--- src/rtl/elevator_pkg.sv ---
// Shared types and constants for the elevator request front end.
// Holds direction/floor encodings, button indices, debounce states and the serve mask.
// Pure declarations plus one combinational helper; no state.
package elevator_pkg;

  typedef enum logic [1:0] {
    DIR_IDLE = 2'b00,
    DIR_UP   = 2'b01,
    DIR_DOWN = 2'b10
  } dir_t;

  localparam logic [1:0] FLOOR_NONE = 2'd0;
  localparam logic [1:0] FLOOR_1    = 2'd1;
  localparam logic [1:0] FLOOR_2    = 2'd2;
  localparam logic [1:0] FLOOR_3    = 2'd3;

  localparam int NUM_BTNS = 7;

  typedef enum logic [2:0] {
    BTN_F3 = 3'd0,
    BTN_F2 = 3'd1,
    BTN_F1 = 3'd2,
    BTN_D3 = 3'd3,
    BTN_D2 = 3'd4,
    BTN_U2 = 3'd5,
    BTN_U1 = 3'd6
  } btn_idx_t;

  typedef enum logic [1:0] {
    DB_RELEASED = 2'd0,
    DB_COUNTING = 2'd1,
    DB_HELD     = 2'd2
  } db_state_t;

  // Which request flags the car is serving right now. Nothing is served while the
  // door is shut or the car is between floors. The reserved direction code 2'b11
  // behaves like idle, so a floor-2 hall call only survives when the car is
  // explicitly heading the other way.
  function automatic logic [NUM_BTNS-1:0] serve_mask(input logic [1:0] fs,
                                                     input logic       door_open,
                                                     input logic [1:0] dir);
    logic [NUM_BTNS-1:0] m;
    m = '0;
    if (door_open && (fs != FLOOR_NONE)) begin
      m[BTN_F1] = (fs == FLOOR_1);
      m[BTN_F2] = (fs == FLOOR_2);
      m[BTN_F3] = (fs == FLOOR_3);
      m[BTN_U1] = (fs == FLOOR_1);
      m[BTN_D3] = (fs == FLOOR_3);
      m[BTN_U2] = (fs == FLOOR_2) && (dir != DIR_DOWN);
      m[BTN_D2] = (fs == FLOOR_2) && (dir != DIR_UP);
    end
    return m;
  endfunction

endpackage

--- src/rtl/button_debounce.sv ---
// Debounces one synchronous raw button into a single-cycle accept pulse.
// Accept fires combinationally on the DEBOUNCE_CYCLES-th consecutive high sample.
// No backpressure; a held button yields exactly one accept until released.
module button_debounce
  import elevator_pkg::*;
#(
  parameter int DEBOUNCE_CYCLES = 4
) (
  input  logic clk,
  input  logic rst,
  input  logic btn,
  output logic accept
);

  localparam int CW = $clog2(DEBOUNCE_CYCLES + 1);
  localparam logic [CW-1:0] CNT_LAST = CW'(DEBOUNCE_CYCLES - 1);

  db_state_t     state_q, state_d;
  logic [CW-1:0] cnt_q, cnt_d;

  // Next-state and accept pulse; accept is Mealy so the request latches on the
  // same edge that takes the final qualifying sample.
  always_comb begin
    state_d = state_q;
    cnt_d   = cnt_q;
    accept  = 1'b0;
    case (state_q)
      DB_RELEASED: begin
        if (btn) begin
          if (DEBOUNCE_CYCLES == 1) begin
            state_d = DB_HELD;
            accept  = 1'b1;
          end else begin
            state_d = DB_COUNTING;
            cnt_d   = CW'(1);
          end
        end
      end
      DB_COUNTING: begin
        if (!btn) begin
          state_d = DB_RELEASED;
          cnt_d   = '0;
        end else if (cnt_q == CNT_LAST) begin
          state_d = DB_HELD;
          cnt_d   = '0;
          accept  = 1'b1;
        end else begin
          cnt_d = cnt_q + CW'(1);
        end
      end
      DB_HELD: begin
        if (!btn) begin
          state_d = DB_RELEASED;
        end
      end
      default: begin
        state_d = DB_RELEASED;
        cnt_d   = '0;
      end
    endcase
  end

  // State and counter registers; reset discards any partial count.
  always_ff @(posedge clk or posedge rst) begin
    if (rst) begin
      state_q <= DB_RELEASED;
      cnt_q   <= '0;
    end else begin
      state_q <= state_d;
      cnt_q   <= cnt_d;
    end
  end

endmodule

--- src/rtl/call_register.sv ---
// Latches debounced hall/car presses as pending requests and clears them on service.
// Request rises on the edge of the last debounce sample; clears on the serving edge.
// No backpressure; service beats a same-cycle press so a served flag ends at 0.
module call_register
  import elevator_pkg::*;
#(
  parameter int DEBOUNCE_CYCLES = 4
) (
  input  logic       clk,
  input  logic       rst,
  input  logic       btn_u1,
  input  logic       btn_u2,
  input  logic       btn_d2,
  input  logic       btn_d3,
  input  logic       btn_f1,
  input  logic       btn_f2,
  input  logic       btn_f3,
  input  logic [1:0] FS,
  input  logic       door,
  input  logic [1:0] direction,
  output logic       UP1,
  output logic       UP2,
  output logic       DOWN2,
  output logic       DOWN3,
  output logic       FLOOR1,
  output logic       FLOOR2,
  output logic       FLOOR3,
  output logic       pending
);

  logic [NUM_BTNS-1:0] btn_vec;
  logic [NUM_BTNS-1:0] accept_vec;
  logic [NUM_BTNS-1:0] serve_vec;
  logic [NUM_BTNS-1:0] req_q, req_d;

  assign btn_vec[BTN_U1] = btn_u1;
  assign btn_vec[BTN_U2] = btn_u2;
  assign btn_vec[BTN_D2] = btn_d2;
  assign btn_vec[BTN_D3] = btn_d3;
  assign btn_vec[BTN_F1] = btn_f1;
  assign btn_vec[BTN_F2] = btn_f2;
  assign btn_vec[BTN_F3] = btn_f3;

  for (genvar gi = 0; gi < NUM_BTNS; gi++) begin : g_db
    button_debounce #(
      .DEBOUNCE_CYCLES(DEBOUNCE_CYCLES)
    ) u_db (
      .clk    (clk),
      .rst    (rst),
      .btn    (btn_vec[gi]),
      .accept (accept_vec[gi])
    );
  end

  // Set on accept, clear on serve, serve has priority.
  always_comb begin
    serve_vec = serve_mask(FS, door, direction);
    req_d     = (req_q | accept_vec) & ~serve_vec;
  end

  // Request flag register.
  always_ff @(posedge clk or posedge rst) begin
    if (rst) begin
      req_q <= '0;
    end else begin
      req_q <= req_d;
    end
  end

  assign UP1     = req_q[BTN_U1];
  assign UP2     = req_q[BTN_U2];
  assign DOWN2   = req_q[BTN_D2];
  assign DOWN3   = req_q[BTN_D3];
  assign FLOOR1  = req_q[BTN_F1];
  assign FLOOR2  = req_q[BTN_F2];
  assign FLOOR3  = req_q[BTN_F3];
  assign pending = |req_q;

endmodule
--- config.mk ---
export PLATFORM = sky130hd
export DESIGN_NAME = call_register
export DESIGN_NICKNAME = d
export VERILOG_FILES = /design/src/rtl/elevator_pkg.sv /design/src/rtl/button_debounce.sv /design/src/rtl/call_register.sv
export SDC_FILE = /design/constraint.sdc
export NUM_CORES = 1
export LEC_CHECK = 0
export ABC_AREA = 1
export CORE_MARGIN = 3
export CORE_UTILIZATION = 30
export CTS_CLUSTER_SIZE = 10
export DETAILED_ROUTE_END_ITERATION = 16
export GPL_TIMING_DRIVEN = 0
export HOLD_SLACK_MARGIN = 0.03
export MAX_ROUTING_LAYER = met4
export PLACE_DENSITY_LB_ADDON = 0.3
export SLEW_MARGIN = 20
export SYNTH_ARGS = -nofsm -noshare
export SYNTH_HDL_FRONTEND = slang
export SYNTH_HIERARCHICAL = 1
export SYNTH_SLANG_ARGS = --single-unit
--- constraint.sdc ---
create_clock -name clk -period 1.7 [get_ports clk]
set_input_delay 0.255 -clock clk [delete_from_list [all_inputs] [get_ports clk]]
set_output_delay 0.255 -clock clk [all_outputs]
set_load 0.02 [all_outputs]
# Word-level counts from Yosys, hierarchy flattened
# Cells that the tools add are included.
dict set report totals {
  reg_bits 42
  in_bits 14
  output_inout_bits 8
  word_cells 190
}
dict set report classes {
  n_addsub 7
  eq_ne 47
  mux 85
  bitwise 10
  n_reduce_logical 26
}
# operator count
set op_table {}
lappend op_table {{$mux 3} 21}
lappend op_table {{$pmux 3 s3} 7}
lappend op_table {{$mux 2} 28}
lappend op_table {{$pmux 2 s3} 7}
lappend op_table {{$ne 2x2->1 const B} 15}
lappend op_table {{$add 3x1->3 const B} 7}
lappend op_table {{$eq 3x2->1 const B} 7}
lappend op_table {{$mux 1} 21}
lappend op_table {{$ne 3x2->1 const B} 7}
lappend op_table {{$reduce_and 3->1} 7}
lappend op_table {{$eq 2x2->1 const B} 9}
lappend op_table {{$eq 2x1->1 const B} 8}
lappend op_table {{$logic_not 2->1} 7}
lappend op_table {{$reduce_and 2->1} 7}
lappend op_table {{$and 7x7->7} 1}
lappend op_table {{$mux 7} 1}
lappend op_table {{$not 1->1} 7}
lappend op_table {{$not 7->7} 1}
lappend op_table {{$or 7x7->7} 1}
lappend op_table {{$reduce_or 7->1} 1}
lappend op_table {{$logic_and 1x1->1} 3}
lappend op_table {{$ne 2x1->1 const B} 1}
lappend op_table {{$reduce_bool 2->1} 1}

# Longest topological paths before layout
dict set report depth {
  depth_word 6
  mapped_depth 7
  mapped_depth_nobuf 7
}

# By module
# Netlist, hierarchy kept.
# mod instances cells_each area_per_inst_um2 seq_area_each_um2
set by_module_without_submodules {}
lappend by_module_without_submodules {{button_debounce (g_db[0].u_db ...)} 5 32 249.0 125.1}
lappend by_module_without_submodules {{button_debounce (g_db[5].u_db ...)} 2 32 267.8 125.1}
lappend by_module_without_submodules {call_register 1 35 295.3 175.2}

# Worst setup path after synthesis
# Ideal clock, no wire load.
dict set report synth_path {
  kind {register -> output}
  from {register req_q[1]}
  to {output port pending}
  arrival_ps 840
  t_required_ps 1445
  slack_ps 605
  path_stages_with_launch 3
  path_buffers 0
  path_cell_list {dfrtp_1 > nor3_1 > nand3_1}
}
dict set report synth_between {
  elab_chain_cells 1
}
# item line
set synth_rtl {}
lappend synth_rtl {{start, declared} call_register.sv:34} ;# logic [NUM_BTNS-1:0] req_q, req_d;
lappend synth_rtl {{start signal, assigned} call_register.sv:66} ;# req_q <= req_d;
lappend synth_rtl {{$reduce_or 7->1} call_register.sv:77} ;# assign pending = |req_q;
lappend synth_rtl {{end, declared} call_register.sv:28} ;# output logic pending
# Every way passes these cells.

# Final worst setup path
dict set report layout_path {
  from {register req_q[1]}
  to {output port FLOOR2}
}
# item line
set layout_lines {}
lappend layout_lines {{end, declared} call_register.sv:26} ;# output logic FLOOR2,
# No word-level cell between the ends.

==> results.yml <==
power:
  power_density_nw_per_um2: 1250
  peakVddDrop_uv: 474
  p_leak_nw: 1.35
cts:
  numCtsBuffers: 5
  h-tree-depth: 2
  cts_buffer_depth: 2
  tritoncts: "yes"
  clk_pin_slew_worst_paths_ns: 0.08
  clk_latency_ns: 0.29
  root_buffer: "clkbuf_8"
  clock-sinks: 42
  postCtsHoldBufs: 0
sta:
  max_freq_ghz: 0.633
  hold-worst-slack_ns: 0.441
  worst_pin_slew_ns: 0.356
  skew_ns: 0.00649
  finalHoldViolations: 0
  finalCriticalPeriod_ns: 1.58
  rsz0062_at_grt: "no"
  period_share: 0.929
  tns_ns: 0
  relSlewSlack: 0.762
  slew_viol_final: 0
  finalSetupViolCount: 0
drt:
  routed_via_density: 4.51
  ant_nets: 0
  drcViolationCount: 0
  via_count: 1645
  drtPass1Iterations: 4
  post_drt_wl_per_cell_microns: 10.8
  dr.first_iter.drc_count: 80
  totalWireLength_microns: 3960
floorplan:
  start_util: 0.318
  core_sq_um: 6530
  die_w_microns: 89.2
  fp-row-count: 29
  die_area_sq_um: 7950
  io_pins: 22
  chipHeight_microns: 89.2
logic_synthesis:
  syn_area_per_cell_sq_um: 8.01
  ys_seq_area_frac: 0.506
  yosys_most_used_dff: "dfrtp_1"
  syn-cell-area_sq_um: 2080
  yosysWarningCount: 6
  synth_edf_count: 0
  async_flop_share: 1.00
  synth_nets: 280
  syn_inst: 259
  ys_ff_latch: 42
  synthDistinctLibCells: 17
grt:
  antenna_found_initial: 0
  overflow: 0
  grt_first_pass_wirelength_microns: 6890
  grt_max_degree: 14
  use_met1: 0.152
  grt_pass1_vias: 1611
  use_met3: 0.0332
  grt_util_all_layers: 0.117
  met2_usage: 0.173
  grt-busiest-layer: "met2"
critical_path:
  path_cells: "clkdlybuf4s50_1"
  crit_path_end_kind: "output pin"
  crit_required_ns: 1.44
  cp_slowest_cell: "clkdlybuf4s50_1"
  r2r_slack_ns: 0.51
  critical_path_buf_inv_count: 1
  worstSetupPathType: "reg2out"
  slowest_delay_ns: 0.63
  cp_top_family: "buffers and inverters"
  worstPathArrival_ns: 1.32
  critPathMaxFanout: 3
  start_kind: "flip-flop"
layout:
  area_delta_synth_final_pct: 19.8
  num-nets-final: 308
  final_layout_size_suffix_gt1_frac: 0.122
  final_util: 0.381
  mostFrequentLayoutCell: "nand2_1"
  fillers: 692
  antennaDiodeCount: 0
  layout_common_cells: "nand2_1, inv_1, dfrtp_1"
status:
  run_status: "complete, no violations"
placement:
  place_hpwl_microns: 3030
  numPortBuffers: 21
  gp_congestion: 0.824
min_path:
  hold_path_class: "in2async"
flow_run:
  max_cap_violations: 0
-- state kept, by name (all words and copies together), names as in the netlist --
name,count
g_db.u_db/cnt_q,21
g_db.u_db/state_q,14
req_q,7
-- report_power, final --
group	internal [mW]	total, mW	switching [mW]
Sequential	1.22	1.40	0.184
Combinational	0.387	0.938	0.551
Clock	0.432	0.773	0.341
-- worst register-to-register path: stages (launching register included) --
cell and delay (ns):
dfrtp_1 0.41, ha_1 0.22, inv_1 0.07, nor2_1 0.04
nand3_1 0.09, inv_1 0.04, o21ai_0 0.15, inv_1 0.05
-- cells in the mapped netlist (2+ instances only) --
cell type	n	area (sq um)
nor2_2	6	37.5
o21ai_0	9	45.0
nor2_1	30	113
nand2_1	50	188
nand3_1	39	195
nand2_2	11	68.8
o21bai_1	2	15.0
inv_2	7	26.3
dfrtp_1	42	1050
o21ai_1	2	10.0
o21a_1	2	15.0
nand4_1	4	25.0
a21oi_1	2	10.0
ha_1	7	87.6
inv_1	43	161
nor2_4	2	22.5
-- layout make-up --
cell class | instances | area [sq um] | area share
clock buffers | 5 | 68.8 | 0.0277
clock inverters | 3 | 40.0 | 0.0161
inverters | 50 | 188 | 0.0755
multi-input cells | 167 | 837 | 0.337
flip-flops and latches | 42 | 1050 | 0.423
well taps | 77 | 96.3 | 0.0388
repair buffers | 21 | 205 | 0.0825
-- routing by layer --
metal  up-vias  share of wire
li1        864              -
met1       751           0.52
met2        23           0.42
met3         7          0.041
met4         0          0.017
met5         -              0
-- cell families (layout without fill, tap and decap cells) --
group,after synthesis,after routing,share of synthesized area
and+or+nand+nor,143,143,0.315
buffers and inverters,50,79,0.0904
DFF,42,42,0.506
AOI/OAI and AO/OA,17,17,0.0458
adders and majority gates,7,7,0.0422
-- final timing paths --
path | cells after the start | to | startpoint
setup / recovery | 1 | FLOOR2 | req_q[1]$_DFF_PP0_
hold / removal | 2 | g_db[0].u_db/cnt_q[0]$_DFFE_PP0P_ | rst
setup reg to reg | 7 | req_q[0]$_DFF_PP0_ | g_db[0].u_db/cnt_q[0]$_DFFE_PP0P_
hold reg to reg | 2 | g_db[6].u_db/cnt_q[2]$_DFFE_PP0P_ | g_db[6].u_db/cnt_q[2]$_DFFE_PP0P_
max in group asynchronous | 2 | req_q[6]$_DFF_PP0_ | rst
min in group clk | 2 | g_db[6].u_db/cnt_q[2]$_DFFE_PP0P_ | g_db[6].u_db/cnt_q[2]$_DFFE_PP0P_
-- stage by stage --
| stage | power, mW | setup slack (ns) | area [sq um] | std cells |
|---|---|---|---|---|
| final | 3.11 | 0.121 | 2490 | 365 |
| after global routing | 3.36 | 0.0696 | 2490 | 365 |
| after CTS | 3.16 | 0.0318 | 2490 | 365 |
| after detailed placement | 2.39 | 0.145 | 2380 | 357 |
| after global placement | 2.37 | 0.146 | 2380 | 357 |
| after floorplan | 2.00 | 0.605 | 2080 | 259 |
-- timing repair --
action / in CTS / in global routing
resized for setup: 1 / 2
setup buffers: 0 / 0
endpoints found under the setup margin: 1 / 1
(Power assumes the default switching activity.)
